File: src/rtl/fetch_unit_pkg.sv
// Shared widths, FIFO geometry, FSM state encoding and queue entry layout
// for the instruction fetch unit.
package fetch_unit_pkg;

  localparam int PC_W       = 12;
  localparam int INSTR_W    = 19;
  localparam int FIFO_DEPTH = 2;
  localparam int CNT_W      = 2;   // holds occupancy 0..FIFO_DEPTH

  // IDLE: no request outstanding; BUSY: live request; SQUASH: request
  // outstanding whose data will be thrown away after a flush.
  typedef enum logic [1:0] {
    ST_IDLE   = 2'd0,
    ST_BUSY   = 2'd1,
    ST_SQUASH = 2'd2
  } fetch_state_e;

  typedef struct packed {
    logic [INSTR_W-1:0] instr;
    logic [PC_W-1:0]    pc_plus1;
  } fq_entry_t;

endpackage

File: src/rtl/fetch_queue.sv
// Two-entry in-order queue of fetched {instruction, PC+1} pairs.
// Slot 0 is always the head; a pop shifts slot 1 down. clear wins over
// push and pop. The head reads as all-zero while the queue is empty.
module fetch_queue
  import fetch_unit_pkg::*;
(
  input  logic             clk,
  input  logic             rst,
  input  logic             push,
  input  logic             pop,
  input  logic             clear,
  input  fq_entry_t        push_data,
  output fq_entry_t        head,
  output logic [CNT_W-1:0] count
);

  fq_entry_t        slot0_q, slot0_d;
  fq_entry_t        slot1_q, slot1_d;
  logic [CNT_W-1:0] cnt_q, cnt_d;

  // Next slot contents and occupancy from push/pop/clear.
  always_comb begin
    slot0_d = slot0_q;
    slot1_d = slot1_q;
    cnt_d   = cnt_q;
    if (clear) begin
      slot0_d = '0;
      slot1_d = '0;
      cnt_d   = '0;
    end else begin
      case ({push, pop})
        2'b01: begin
          if (cnt_q != '0) begin
            slot0_d = slot1_q;
            slot1_d = '0;
            cnt_d   = cnt_q - CNT_W'(1);
          end
        end
        2'b10: begin
          if (cnt_q == '0) begin
            slot0_d = push_data;
            cnt_d   = CNT_W'(1);
          end else if (cnt_q == CNT_W'(1)) begin
            slot1_d = push_data;
            cnt_d   = CNT_W'(2);
          end
        end
        2'b11: begin
          if (cnt_q == CNT_W'(2)) begin
            slot0_d = slot1_q;
            slot1_d = push_data;
          end else begin
            slot0_d = push_data;
            cnt_d   = CNT_W'(1);
          end
        end
        default: ;
      endcase
    end
  end

  // Queue storage and occupancy registers.
  always_ff @(posedge clk or posedge rst) begin
    if (rst) begin
      slot0_q <= '0;
      slot1_q <= '0;
      cnt_q   <= '0;
    end else begin
      slot0_q <= slot0_d;
      slot1_q <= slot1_d;
      cnt_q   <= cnt_d;
    end
  end

  assign head  = (cnt_q != '0) ? slot0_q : '0;
  assign count = cnt_q;

endmodule

File: src/rtl/fetch_unit.sv
// Instruction fetch unit: issues one memory request at a time, buffers up to
// two returned instructions, and presents the oldest one to IF/ID.
//
// Memory handshake: imemReq=1 with imemAddr is a request; it and the address
// hold until a cycle with imemReady=1, which completes it (imemReady in the
// first request cycle is a zero-wait completion). imemReady with imemReq=0
// is ignored. On the IF/ID side fetchValid is the valid and !stall is the
// ready; an entry leaves the queue at an edge where both are high.
module fetch_unit
  import fetch_unit_pkg::*;
(
  input  logic               clk,
  input  logic               rst,
  input  logic               stall,
  input  logic               flush,
  input  logic [PC_W-1:0]    branchTarget,
  input  logic               imemReady,
  input  logic [INSTR_W-1:0] imemData,
  output logic               imemReq,
  output logic [PC_W-1:0]    imemAddr,
  output logic               fetchValid,
  output logic [PC_W-1:0]    PCPlus1Out,
  output logic [INSTR_W-1:0] instructionOut
);

  fetch_state_e     state_q, state_d;
  logic [PC_W-1:0]  pc_q, pc_d;
  logic [PC_W-1:0]  req_addr_q, req_addr_d;
  logic [PC_W-1:0]  req_addr_inc;
  logic             push, pop, can_issue;
  logic [CNT_W:0]   occ_next;
  logic [CNT_W-1:0] count;
  fq_entry_t        push_data, head;

  assign req_addr_inc       = req_addr_q + PC_W'(1);
  assign push               = (state_q == ST_BUSY) && imemReady && !flush;
  assign fetchValid         = (count != '0) && !flush;
  assign pop                = fetchValid && !stall;
  assign push_data.instr    = imemData;
  assign push_data.pc_plus1 = req_addr_inc;

  // Occupancy after this edge decides whether a new request may start, so a
  // completing request always finds a free slot.
  always_comb begin
    occ_next  = {1'b0, count} + {{CNT_W{1'b0}}, push} - {{CNT_W{1'b0}}, pop};
    can_issue = !flush && (occ_next <= (CNT_W+1)'(1));
  end

  // Next-state, PC and request-address logic; flush redirects PC last so it
  // overrides the sequential update.
  always_comb begin
    state_d    = state_q;
    pc_d       = pc_q;
    req_addr_d = req_addr_q;
    case (state_q)
      ST_IDLE: begin
        if (can_issue) begin
          state_d    = ST_BUSY;
          req_addr_d = pc_q;
        end
      end
      ST_BUSY: begin
        if (flush) begin
          state_d = imemReady ? ST_IDLE : ST_SQUASH;
        end else if (imemReady) begin
          pc_d = req_addr_inc;
          if (can_issue) begin
            state_d    = ST_BUSY;
            req_addr_d = req_addr_inc;
          end else begin
            state_d = ST_IDLE;
          end
        end
      end
      ST_SQUASH: begin
        if (imemReady) begin
          if (can_issue) begin
            state_d    = ST_BUSY;
            req_addr_d = pc_q;
          end else begin
            state_d = ST_IDLE;
          end
        end
      end
      default: state_d = ST_IDLE;
    endcase
    if (flush) pc_d = branchTarget;
  end

  // FSM state, PC and request address registers.
  always_ff @(posedge clk or posedge rst) begin
    if (rst) begin
      state_q    <= ST_IDLE;
      pc_q       <= '0;
      req_addr_q <= '0;
    end else begin
      state_q    <= state_d;
      pc_q       <= pc_d;
      req_addr_q <= req_addr_d;
    end
  end

  fetch_queue u_queue (
    .clk      (clk),
    .rst      (rst),
    .push     (push),
    .pop      (pop),
    .clear    (flush),
    .push_data(push_data),
    .head     (head),
    .count    (count)
  );

  assign imemReq        = (state_q != ST_IDLE);
  assign imemAddr       = req_addr_q;
  assign PCPlus1Out     = head.pc_plus1;
  assign instructionOut = head.instr;

endmodule

File: config.mk
export PLATFORM = sky130hd
export DESIGN_NAME = fetch_unit
export DESIGN_NICKNAME = d
export VERILOG_FILES = /design/src/rtl/fetch_unit_pkg.sv /design/src/rtl/fetch_queue.sv /design/src/rtl/fetch_unit.sv
export SDC_FILE = /design/constraint.sdc
export NUM_CORES = 1
export LEC_CHECK = 0
export BUFFER_PORTS_ARGS = -buffer_cell sky130_fd_sc_hd__clkbuf_2
export CELL_PAD_IN_SITES_DETAIL_PLACEMENT = 0
export CELL_PAD_IN_SITES_GLOBAL_PLACEMENT = 2
export CORE_ASPECT_RATIO = 1.25
export CORE_MARGIN = 4
export CORE_UTILIZATION = 37
export DETAILED_ROUTE_END_ITERATION = 12
export MAX_ROUTING_LAYER = met4
export PLACE_DENSITY = 0.85
export SETUP_SLACK_MARGIN = 0.4
export SYNTH_ARGS = -nofsm -noshare
export SYNTH_HDL_FRONTEND = slang
export SYNTH_SLANG_ARGS = --single-unit
File: constraint.sdc
create_clock -name clk -period 6.5 [get_ports clk]
set_input_delay 0.325 -clock clk [delete_from_list [all_inputs] [get_ports clk]]
set_output_delay 0.325 -clock clk [all_outputs]
set_load 0.02 [all_outputs]
==> results of run 1 <==
[area by class of cell]
type	count	area share
multi-input cells	394	0.429
flip-flops and latches	90	0.396
repair buffers	86	0.0783
clock buffers	9	0.0396
well taps	168	0.0370
clock inverters	7	0.0136
inverters	9	0.00616
[worst min path at each step]
stage / end / from / slack (ns)
2_1_floorplan: u_queue.slot0_q[5] / u_queue.slot0_q[5] / 0.44
4_1_cts: u_queue.slot0_q[13] / rst / 0.10
3_5_place_dp: u_queue.slot0_q[13] / u_queue.slot0_q[13] / 0.46
5_1_grt: u_queue.slot0_q[13] / rst / 0.14
6_report: u_queue.slot0_q[13] / rst / 0.08
3_3_place_gp: u_queue.slot0_q[20] / u_queue.slot0_q[20] / 0.45
[power breakdown]
part / total [mW] / internal (mW) / switching (mW)
clock: 0.528 / 0.301 / 0.227
combinational: 0.839 / 0.283 / 0.555
sequential: 0.768 / 0.651 / 0.117
[through the flow]
step	area [um^2]	setup slack, ns	cells	util
floorplan	4930	3.51	537	-
global placement	5380	2.67	747	0.418
detailed placement	5380	2.57	747	0.418
CTS	5690	2.88	763	0.441
global route	5690	2.48	763	0.441
finish	5690	2.94	763	0.441
[sequential cells by signal, summed over array words and instances (netlist names)]
register,cells
pc_q,12
u_queue.slot1_q,31
u_queue.slot0_q,31
u_queue.count,2
imemAddr,12
state_q,2
[metal layers]
layer / vias to the layer above / GRT usage / routed length (um)
met3: 21 / 0.0274 / 522
met5: - / - / 0
met2: 100 / 0.267 / 5900
li1: 1996 / - / -
met1: 1950 / 0.233 / 5850
met4: 0 / 0.0690 / 299
[worst reg2reg max path: stages, from the launching register on]
cell and delay [ns]:
dfrtp_1 0.57, nand4bb_1 0.51, inv_2 0.63, ha_1 0.25, inv_1 0.05, fa_1 0.37, xnor2_1 0.18, and3b_1 0.40
nand2_1 0.24, o31ai_1 0.28
[Yosys cell counts (11+ instances only)]
master / number / area, um^2
dfrtp_1: 90 / 2250
o21ai_0: 61 / 305
nand2_1: 49 / 184
nand2b_1: 32 / 200
nor2b_1: 32 / 200
nand3_1: 30 / 150
a21oi_1: 27 / 135
nor2_1: 23 / 86.3
buf_2: 20 / 100
mux2i_1: 18 / 180
clkbuf_1: 17 / 63.8
and3_1: 11 / 68.8
[cells by family (layout without fill, tap and decap cells)]
kind of cell             Yosys count  after routing
AND/OR/NAND/NOR                  215            215
AO/OA/AOI/OAI                    145            145
flip-flops                        90             90
buffers and inverters             53            111
multiplexers                      18             18
XOR/XNOR                          10             10
adder cells (fa/ha/maj)            6              6
==> impl_summary.log, run 1 <==
INFO  metric power_density = 375 nW/um^2
INFO  metric die_area = 15200 um^2
INFO  metric post_synth_xor_area_fraction = 0.0178
INFO  metric postSynthCellCount = 537
INFO  metric clock_tree_from_tritoncts = yes
INFO  metric worst_hold_path_type = in2async
INFO  metric drt.antenna.violating_nets = 0
INFO  metric report.final.setup_viol = 0
INFO  metric post_synth_instance_area = 4930 um^2
INFO  metric hold_ws = 0.0758 ns
INFO  metric finalMaxSlewViolations = 0
INFO  metric synthDistinctLibCells = 63
INFO  metric worst_setup_path_end_kind = flip-flop
INFO  metric drive_above_1_share = 0.200
INFO  metric route.detailed.vias_per_inst = 5.33
INFO  metric detailroute.via_count = 4067
INFO  metric cts_resized = 0
INFO  metric first_pass_iters = 4
INFO  metric synth.mux.area_fraction = 0.0366
INFO  metric ctsLongestPathBuffers = 2
INFO  metric grt_setup_unrepaired = false
INFO  metric main_combinational_cell_family_by_area_after_synthesis = simple AND/OR/NAND/NOR gates
INFO  metric layout_common_cells = dfrtp_1, clkbuf_2, o21ai_0, nand2_1
INFO  metric timing.max_cap.violations = 0
INFO  metric max_slew.worst_pin.slew = 0.863 ns
INFO  metric cell_by_cell_listing_of_the_critical_path = nand4bb_1 -> inv_2 -> ha_1 -> inv_1 -> fa_1 -> xnor2_1 -> and3b_1 -> nand2_1 -> o31ai_1
INFO  metric layout.cells.most_common = dfrtp_1
INFO  metric regToRegSetupSlack = 2.94 ns
INFO  metric synth_warnings = 0
INFO  metric finalSetupTns = 0 ns
INFO  metric max_freq = 281 MHz
INFO  metric critPathKind = reg2reg
INFO  metric number_of_antenna_violations_at_the_first_check_in_global_routing = 0
INFO  metric boundaryPins = 81
INFO  metric dominantRegCellSynth = dfrtp_1
INFO  metric track_usage = 0.174
INFO  metric die_h = 137 um
INFO  metric numClockSinks = 90
INFO  metric worst_ir_drop_vdd = 0.198 mV
INFO  metric syn-mean-instance-area = 9.18 um^2
INFO  metric routed_wirelength = 12.6 mm
INFO  metric cts_buffers = 9
INFO  metric effective_utilization_at_floorplan = 0.382
INFO  metric fin_skew = 0.00519 ns
INFO  metric critical_path.reg2reg.endpoint = imemAddr[0]
INFO  metric area_growth = 15.4%
INFO  metric seq_area_frac_synth = 0.457
INFO  metric synthesis.nets = 579
INFO  metric category_of_cells_accounting_for_the_largest_share_of_critical_path_delay = simple AND/OR/NAND/NOR gates
INFO  metric area_occupied_by_multi_input_gates = 2440 um^2
INFO  metric clk-insertion-delay-late = 0.33 ns
INFO  metric area.sequential = 2250 um^2
INFO  metric crit_path_start = state_q[0]
INFO  metric finish.net_count = 632
INFO  metric cp_num_cells = 9
INFO  metric floorplan.rows = 46
INFO  metric drt_iter0_drc = 193
INFO  metric final_hold_viol_count = 0
INFO  metric placement.io_buffers = 80
INFO  metric antennaDiodeCount = 0
INFO  metric design_power_total = 2.13 mW
INFO  metric slowest_delay = 0.63 ns
INFO  metric result_of_the_run = finished clean
INFO  metric cp.buffers_inverters = 2
INFO  metric adder_cell_share_of_the_synthesized_area = 0.0168
INFO  metric grt_max_degree = 71
INFO  metric synth-compound-area-share = 0.186
INFO  metric cts_max_level = 3
INFO  metric gp_congestion = 0.813
INFO  metric worst_ep_required = 6.74 ns
INFO  metric timing.final.crit_period = 3.56 ns
INFO  metric root_buffer_selected_by_cts = clkbuf_16
INFO  metric number_of_global_route_vias_before_repair = 3998
INFO  metric synth_register_bits = 90
INFO  metric post-route-period-util = 0.548
INFO  metric slew-limit-headroom = 0.425
INFO  metric grt_total_ovfl = 0
INFO  metric crit_path_max_fanout = 34
INFO  metric postSynth.asyncResetShare = 1.00
INFO  metric cts_post_setup_buffers_inserted = 0
INFO  metric r2r.worst_path.cells = 9
INFO  metric worst_path_max_delay_cell = inv_2
INFO  metric drc_errors = 0
INFO  metric worstReg2RegStart = state_q[0]
INFO  metric wl_per_cell = 16.5 um
INFO  metric static-leakage-power = 2.51 nW
INFO  metric n_fill_cell = 1292
INFO  metric detailedPlacementHpwl = 8.58 mm
INFO  metric synth_enable_flop_cells = 0
INFO  metric cts.reportedPaths.clkPinSlew = 0.07 ns
INFO  metric ctsHoldBuffers = 0
INFO  metric grt_first_pass_wirelength = 20.9 mm
INFO  metric die_x = 111 um
INFO  metric setup.worst_path.start_class = flip-flop
INFO  metric simple_gate_share_of_the_synthesized_area = 0.236
INFO  metric cp_data_arrival_time = 3.80 ns
INFO  metric crit_path_end = imemAddr[0]
INFO  metric core_region_area = 12900 um^2
Power figures use the tool's default switching activity.
==> run 2: changes to the inputs <==
- CORE_UTILIZATION: 37 -> 31
- PLACE_DENSITY: 0.85 -> 0.76
- clock period: 6.5 -> 3.1 ns (I/O delays scaled with it)
==> impl_summary.log, run 2 (synthesized netlist as in run 1, its figures left out) <==
INFO  metric category_of_cells_accounting_for_the_largest_share_of_critical_path_delay = adder cells
INFO  metric boundaryPins = 81
INFO  metric cts_buffers = 9
INFO  metric numClockSinks = 90
INFO  metric layout.cells.most_common = dfrtp_1
INFO  metric slew-limit-headroom = 0.576
INFO  metric first_pass_iters = 4
INFO  metric routed_wirelength = 14.0 mm
INFO  metric route.detailed.vias_per_inst = 5.04
INFO  metric crit_path_max_fanout = 11
INFO  metric drive_above_1_share = 0.237
INFO  metric finalSetupTns = 0 ns
INFO  metric cts_max_level = 3
INFO  metric floorplan.rows = 51
INFO  metric power_density = 793 nW/um^2
INFO  metric cts.reportedPaths.clkPinSlew = 0.07 ns
INFO  metric number_of_global_route_vias_before_repair = 4285
INFO  metric drt_iter0_drc = 191
INFO  metric crit_path_frequent_cell = buf_4
INFO  metric core_region_area = 15600 um^2
INFO  metric drc_errors = 0
INFO  metric grt_max_degree = 40
INFO  metric die_h = 149 um
INFO  metric wl_per_cell = 17.0 um
INFO  metric worst_setup_path_end_kind = flip-flop
INFO  metric static-leakage-power = 2.59 nW
INFO  metric cp.buffers_inverters = 3
INFO  metric max_freq = 394 MHz
INFO  metric setup.worst_path.start_class = flip-flop
INFO  metric gp_congestion = 0.764
INFO  metric die_area = 18000 um^2
INFO  metric timing.max_cap.violations = 0
INFO  metric result_of_the_run = finished clean
INFO  metric worst_ep_required = 3.34 ns
INFO  metric design_power_total = 4.69 mW
INFO  metric placement.io_buffers = 80
INFO  metric worst_path_max_delay_cell = fa_2
INFO  metric die_x = 121 um
INFO  metric largest_registers = u_queue.slot0_q x31, u_queue.slot1_q x31
INFO  metric critPathKind = reg2reg
INFO  metric clock_tree_from_tritoncts = yes
INFO  metric timing.final.crit_period = 2.54 ns
INFO  metric number_of_antenna_violations_at_the_first_check_in_global_routing = 0
INFO  metric slowest_delay = 0.52 ns
INFO  metric report.final.setup_viol = 0
INFO  metric final_hold_viol_count = 0
INFO  metric ctsLongestPathBuffers = 2
INFO  metric area_growth = 20.1%
INFO  metric root_buffer_selected_by_cts = clkbuf_16
INFO  metric antennaDiodeCount = 0
INFO  metric worst_ir_drop_vdd = 0.422 mV
INFO  metric track_usage = 0.164
INFO  metric worst_hold_path_type = in2reg
INFO  metric hold_ws = 0.0214 ns
INFO  metric effective_utilization_at_floorplan = 0.316
INFO  metric finalMaxSlewViolations = 0
INFO  metric grt_first_pass_wirelength = 23.1 mm
INFO  metric detailroute.via_count = 4156
INFO  metric grt_total_ovfl = 0
INFO  metric detailedPlacementHpwl = 9.66 mm
INFO  metric fin_skew = 0.00905 ns
INFO  metric cp_data_arrival_time = 2.77 ns
INFO  metric drt.antenna.violating_nets = 0
INFO  metric cell_by_cell_listing_of_the_critical_path = inv_1 -> ha_2 -> buf_4 -> nor4_2 -> fa_2 -> and3b_2 -> buf_4 -> o211a_1 -> o22a_1
INFO  metric post-route-period-util = 0.818
INFO  metric grt_setup_unrepaired = false
INFO  metric clk-insertion-delay-late = 0.34 ns
INFO  metric finish.net_count = 649
INFO  metric max_slew.worst_pin.slew = 0.635 ns
INFO  metric layout_common_cells = dfrtp_1, clkbuf_2, o21ai_0, nand2_1
-- run 2: cell types whose count changed in the layout (fill, tap and decap cells not counted), sizes merged --
cell	previous run	this run
inv	10	11
bufinv	1	0
buf	6	22
dlygate4sd3	0	1
-- run 2: path summary, 6_finish.rpt --
kind | endpoint | cells after the start | slack, ns | from
worst min register to register | u_queue.slot0_q[26] | 2 | 0.48 | u_queue.slot0_q[26]
worst max-delay path | imemAddr[8] | 9 | 0.56 | u_queue.count[1]
worst max register to register | imemAddr[8] | 9 | 0.56 | u_queue.count[1]
min in group asynchronous | u_queue.slot0_q[14] | 3 | 0.43 | rst
worst min-delay path | pc_q[0] | 3 | 0.02 | branchTarget[0]
max in group asynchronous | u_queue.count[1] | 4 | 1.81 | rst
-- run 2: cell type report --
| cell class | count | area, um^2 |
|---|---|---|
| timing repair buffer | 103 | 583 |
| sequential | 90 | 2250 |
| inverter | 9 | 35.0 |
| clock buffer | 9 | 225 |
| tap | 212 | 265 |
| clock inverter | 7 | 70.1 |
| fill | 1619 | 9650 |
| multi-input combinational | 394 | 2480 |
-- run 2: layer usage --
metal | vias up | wire length, um | global-route usage
li1 | 2033 | - | -
met1 | 2027 | 6360 | 0.218
met2 | 87 | 6970 | 0.265
met3 | 9 | 549 | 0.0269
met4 | 0 | 109 | 0.0391
met5 | - | 0 | -
-- run 2: worst register-to-register path: cells and delay by family, from the launching register on --
family,cells,cell delay (ns)
AOI/OAI and AO/OA,2,0.26
adders and majority gates,2,0.72
DFF,1,0.39
buffers and inverters,3,0.39
and+or+nand+nor,2,0.67
-- run 2: power breakdown --
part	switching (mW)	internal [mW]	leakage [nW]
logic	1.26	0.738	1.25
registers	0.248	1.36	1.20
clock network	0.516	0.565	0.141
total	2.02	2.67	2.59
-- run 2: repair_timing --
item / CTS / global route
hold buffers: 1 / 0
pin swaps: 0 / 2
resized for setup: 3 / 5
hold endpoints to repair: 34 / 0
endpoints found under the setup margin: 14 / 45
setup buffers: 0 / 6
-- run 2: metrics by stage --
step	instance area [um^2]	std cells	utilization	worst slack, ns
floorplan	4980	537	-	0.409
global placement	5540	801	0.356	0.450
detailed placement	5540	801	0.356	0.362
CTS	5850	818	0.376	0.401
global route	5920	824	0.380	0.417
finish	5920	824	0.380	0.565
==> run 3: changes to the inputs <==
- CORE_UTILIZATION: 31 -> 35
- PLACE_DENSITY: 0.76 -> 0.81
- clock period: 3.1 -> 2.6 ns (I/O delays scaled with it)
==> impl_summary.log, run 3 (synthesized netlist as in run 1, its figures left out) <==
INFO  metric result_of_the_run = finished clean
INFO  metric finalWorstSetupSlack = 0.264 ns
INFO  metric layout_common_cells = dfrtp_1, clkbuf_2, o21ai_0, nand2_1
INFO  metric track_usage = 0.179
INFO  metric worst_path_max_delay_cell = fa_2
INFO  metric route.detailed.vias_per_inst = 5.30
INFO  metric worst_hold_path_type = in2reg
INFO  metric clk-insertion-delay-late = 0.34 ns
INFO  metric crit_path_max_fanout = 6
INFO  metric slew-limit-headroom = 0.430
INFO  metric numClockSinks = 90
INFO  metric crit_path_frequent_cell = inv_2
INFO  metric routed_wirelength = 13.5 mm
INFO  metric die_area = 16100 um^2
INFO  metric gp_congestion = 0.785
INFO  metric max_slew.worst_pin.slew = 0.852 ns
INFO  metric layout.cells.most_common = dfrtp_1
INFO  metric number_of_antenna_violations_at_the_first_check_in_global_routing = 0
INFO  metric whs_path_depth = 3
INFO  metric worst_setup_path_end_kind = flip-flop
INFO  metric finalSetupTns = 0 ns
INFO  metric finalMaxSlewViolations = 0
INFO  metric die_h = 141 um
INFO  metric setup.worst_path.start_class = flip-flop
INFO  metric r2r.worst_path.cells = 10
INFO  metric wl_per_cell = 16.8 um
INFO  metric clock_tree_from_tritoncts = yes
INFO  metric cp_data_arrival_time = 2.57 ns
INFO  metric detailedPlacementHpwl = 9.29 mm
INFO  metric report.final.setup_viol = 0
INFO  metric grt_first_pass_wirelength = 22.3 mm
INFO  metric placed_cells = 774
INFO  metric grt_setup_unrepaired = true
INFO  metric cts_max_level = 3
INFO  metric grt_total_ovfl = 0
INFO  metric grt_max_degree = 91
INFO  metric slowest_delay = 0.52 ns
INFO  metric worst_ep_required = 2.84 ns
INFO  metric cts_buffers = 9
INFO  metric floorplan.rows = 48
INFO  metric first_pass_iters = 4
INFO  metric max_freq = 428 MHz
INFO  metric cell_by_cell_listing_of_the_critical_path = inv_2 -> ha_4 -> nor3_4 -> xnor2_1 -> ha_2 -> inv_2 -> fa_2 -> and3b_2 -> nand2_4 -> o22a_1
INFO  metric finish.net_count = 664
INFO  metric cts.reportedPaths.clkPinSlew = 0.07 ns
INFO  metric drive_above_1_share = 0.263
INFO  metric static-leakage-power = 2.69 nW
INFO  metric drc_errors = 0
INFO  metric post-route-period-util = 0.898
INFO  metric timing.max_cap.violations = 0
INFO  metric drt_iter0_drc = 258
INFO  metric root_buffer_selected_by_cts = clkbuf_16
INFO  metric effective_utilization_at_floorplan = 0.357
INFO  metric worst_ir_drop_vdd = 0.422 mV
INFO  metric detailroute.via_count = 4248
INFO  metric boundaryPins = 81
INFO  metric drt.antenna.violating_nets = 0
INFO  metric final-instance-count-excl-fill = 802
INFO  metric area_growth = 24.3%
INFO  metric number_of_global_route_vias_before_repair = 4280
INFO  metric largest_registers = u_queue.slot0_q x31, u_queue.slot1_q x31
INFO  metric power_density = 966 nW/um^2
INFO  metric placement.setup.worst_slack = 0.0445 ns
INFO  metric critPathKind = reg2reg
INFO  metric timing.final.crit_period = 2.34 ns
INFO  metric core_region_area = 13800 um^2
INFO  metric antennaDiodeCount = 0
INFO  metric ctsLongestPathBuffers = 2
INFO  metric fin_skew = 0.00360 ns
INFO  metric die_x = 114 um
INFO  metric final_hold_viol_count = 0
INFO  metric placement.io_buffers = 80
run 3: per-layer routing:
layer / track usage / up-vias / wire length, um
met5: - / - / 0
li1: - / 2066 / -
met3: 0.0326 / 15 / 710
met1: 0.232 / 2052 / 6060
met4: 0.0650 / 0 / 194
met2: 0.279 / 115 / 6490
run 3: stage by stage:
step                area [um^2]   util  power, mW  hold slack [ns]
global route               6120  0.443       6.31           0.0175
CTS                        6040  0.437       5.84          0.00481
detailed placement         5610  0.406       4.32            0.300
global placement           5610  0.406       4.27            0.302
finish                     6120  0.443       5.91           0.0105
floorplan                  5000      -       3.60            0.249
run 3: path summary, 6_finish.rpt:
path,from,end,slack (ns)
min reg2reg,u_queue.slot0_q[2],u_queue.slot0_q[2],0.47
max reg2reg,u_queue.count[1],imemAddr[8],0.26
min,branchTarget[8],pc_q[8],0.01
max,u_queue.count[1],imemAddr[8],0.26
max in group asynchronous,rst,imemAddr[10],1.73
min in group asynchronous,rst,u_queue.slot0_q[13],0.40
run 3: repair_timing:
action	CTS	global route
gates resized for setup	13	15
pin swaps	8	6
buffers inserted	5	3
gates cloned	0	0
setup endpoints to repair	42	44
hold buffers	4	0
endpoints found under the hold margin	93	0
run 3: final cells by class:
class | count | area, um^2
clock buffers | 9 | 225
clock inverters | 7 | 77.6
fillers | 1372 | 7690
inverters | 9 | 37.5
multi-input cells | 394 | 2560
flip-flops and latches | 90 | 2250
well taps | 175 | 219
repair buffers | 118 | 752
run 3: worst max-delay path: cells and delay by family, from the launching register on:
| family | cells | cell delay [ns] |
|---|---|---|
| AO/OA/AOI/OAI | 1 | 0.22 |
| XOR/XNOR | 1 | 0.14 |
| adder cells (fa/ha/maj) | 3 | 0.89 |
| buffers and inverters | 2 | 0.11 |
| flip-flops | 1 | 0.38 |
| AND/OR/NAND/NOR | 3 | 0.50 |
run 3: report_power, final:
group	switching, mW	total, mW	internal (mW)	leakage, nW
Sequential	0.238	1.86	1.63	1.20
Clock	0.594	1.34	0.750	0.134
Combinational	1.66	2.70	1.04	1.35
Total	2.50	5.91	3.42	2.69
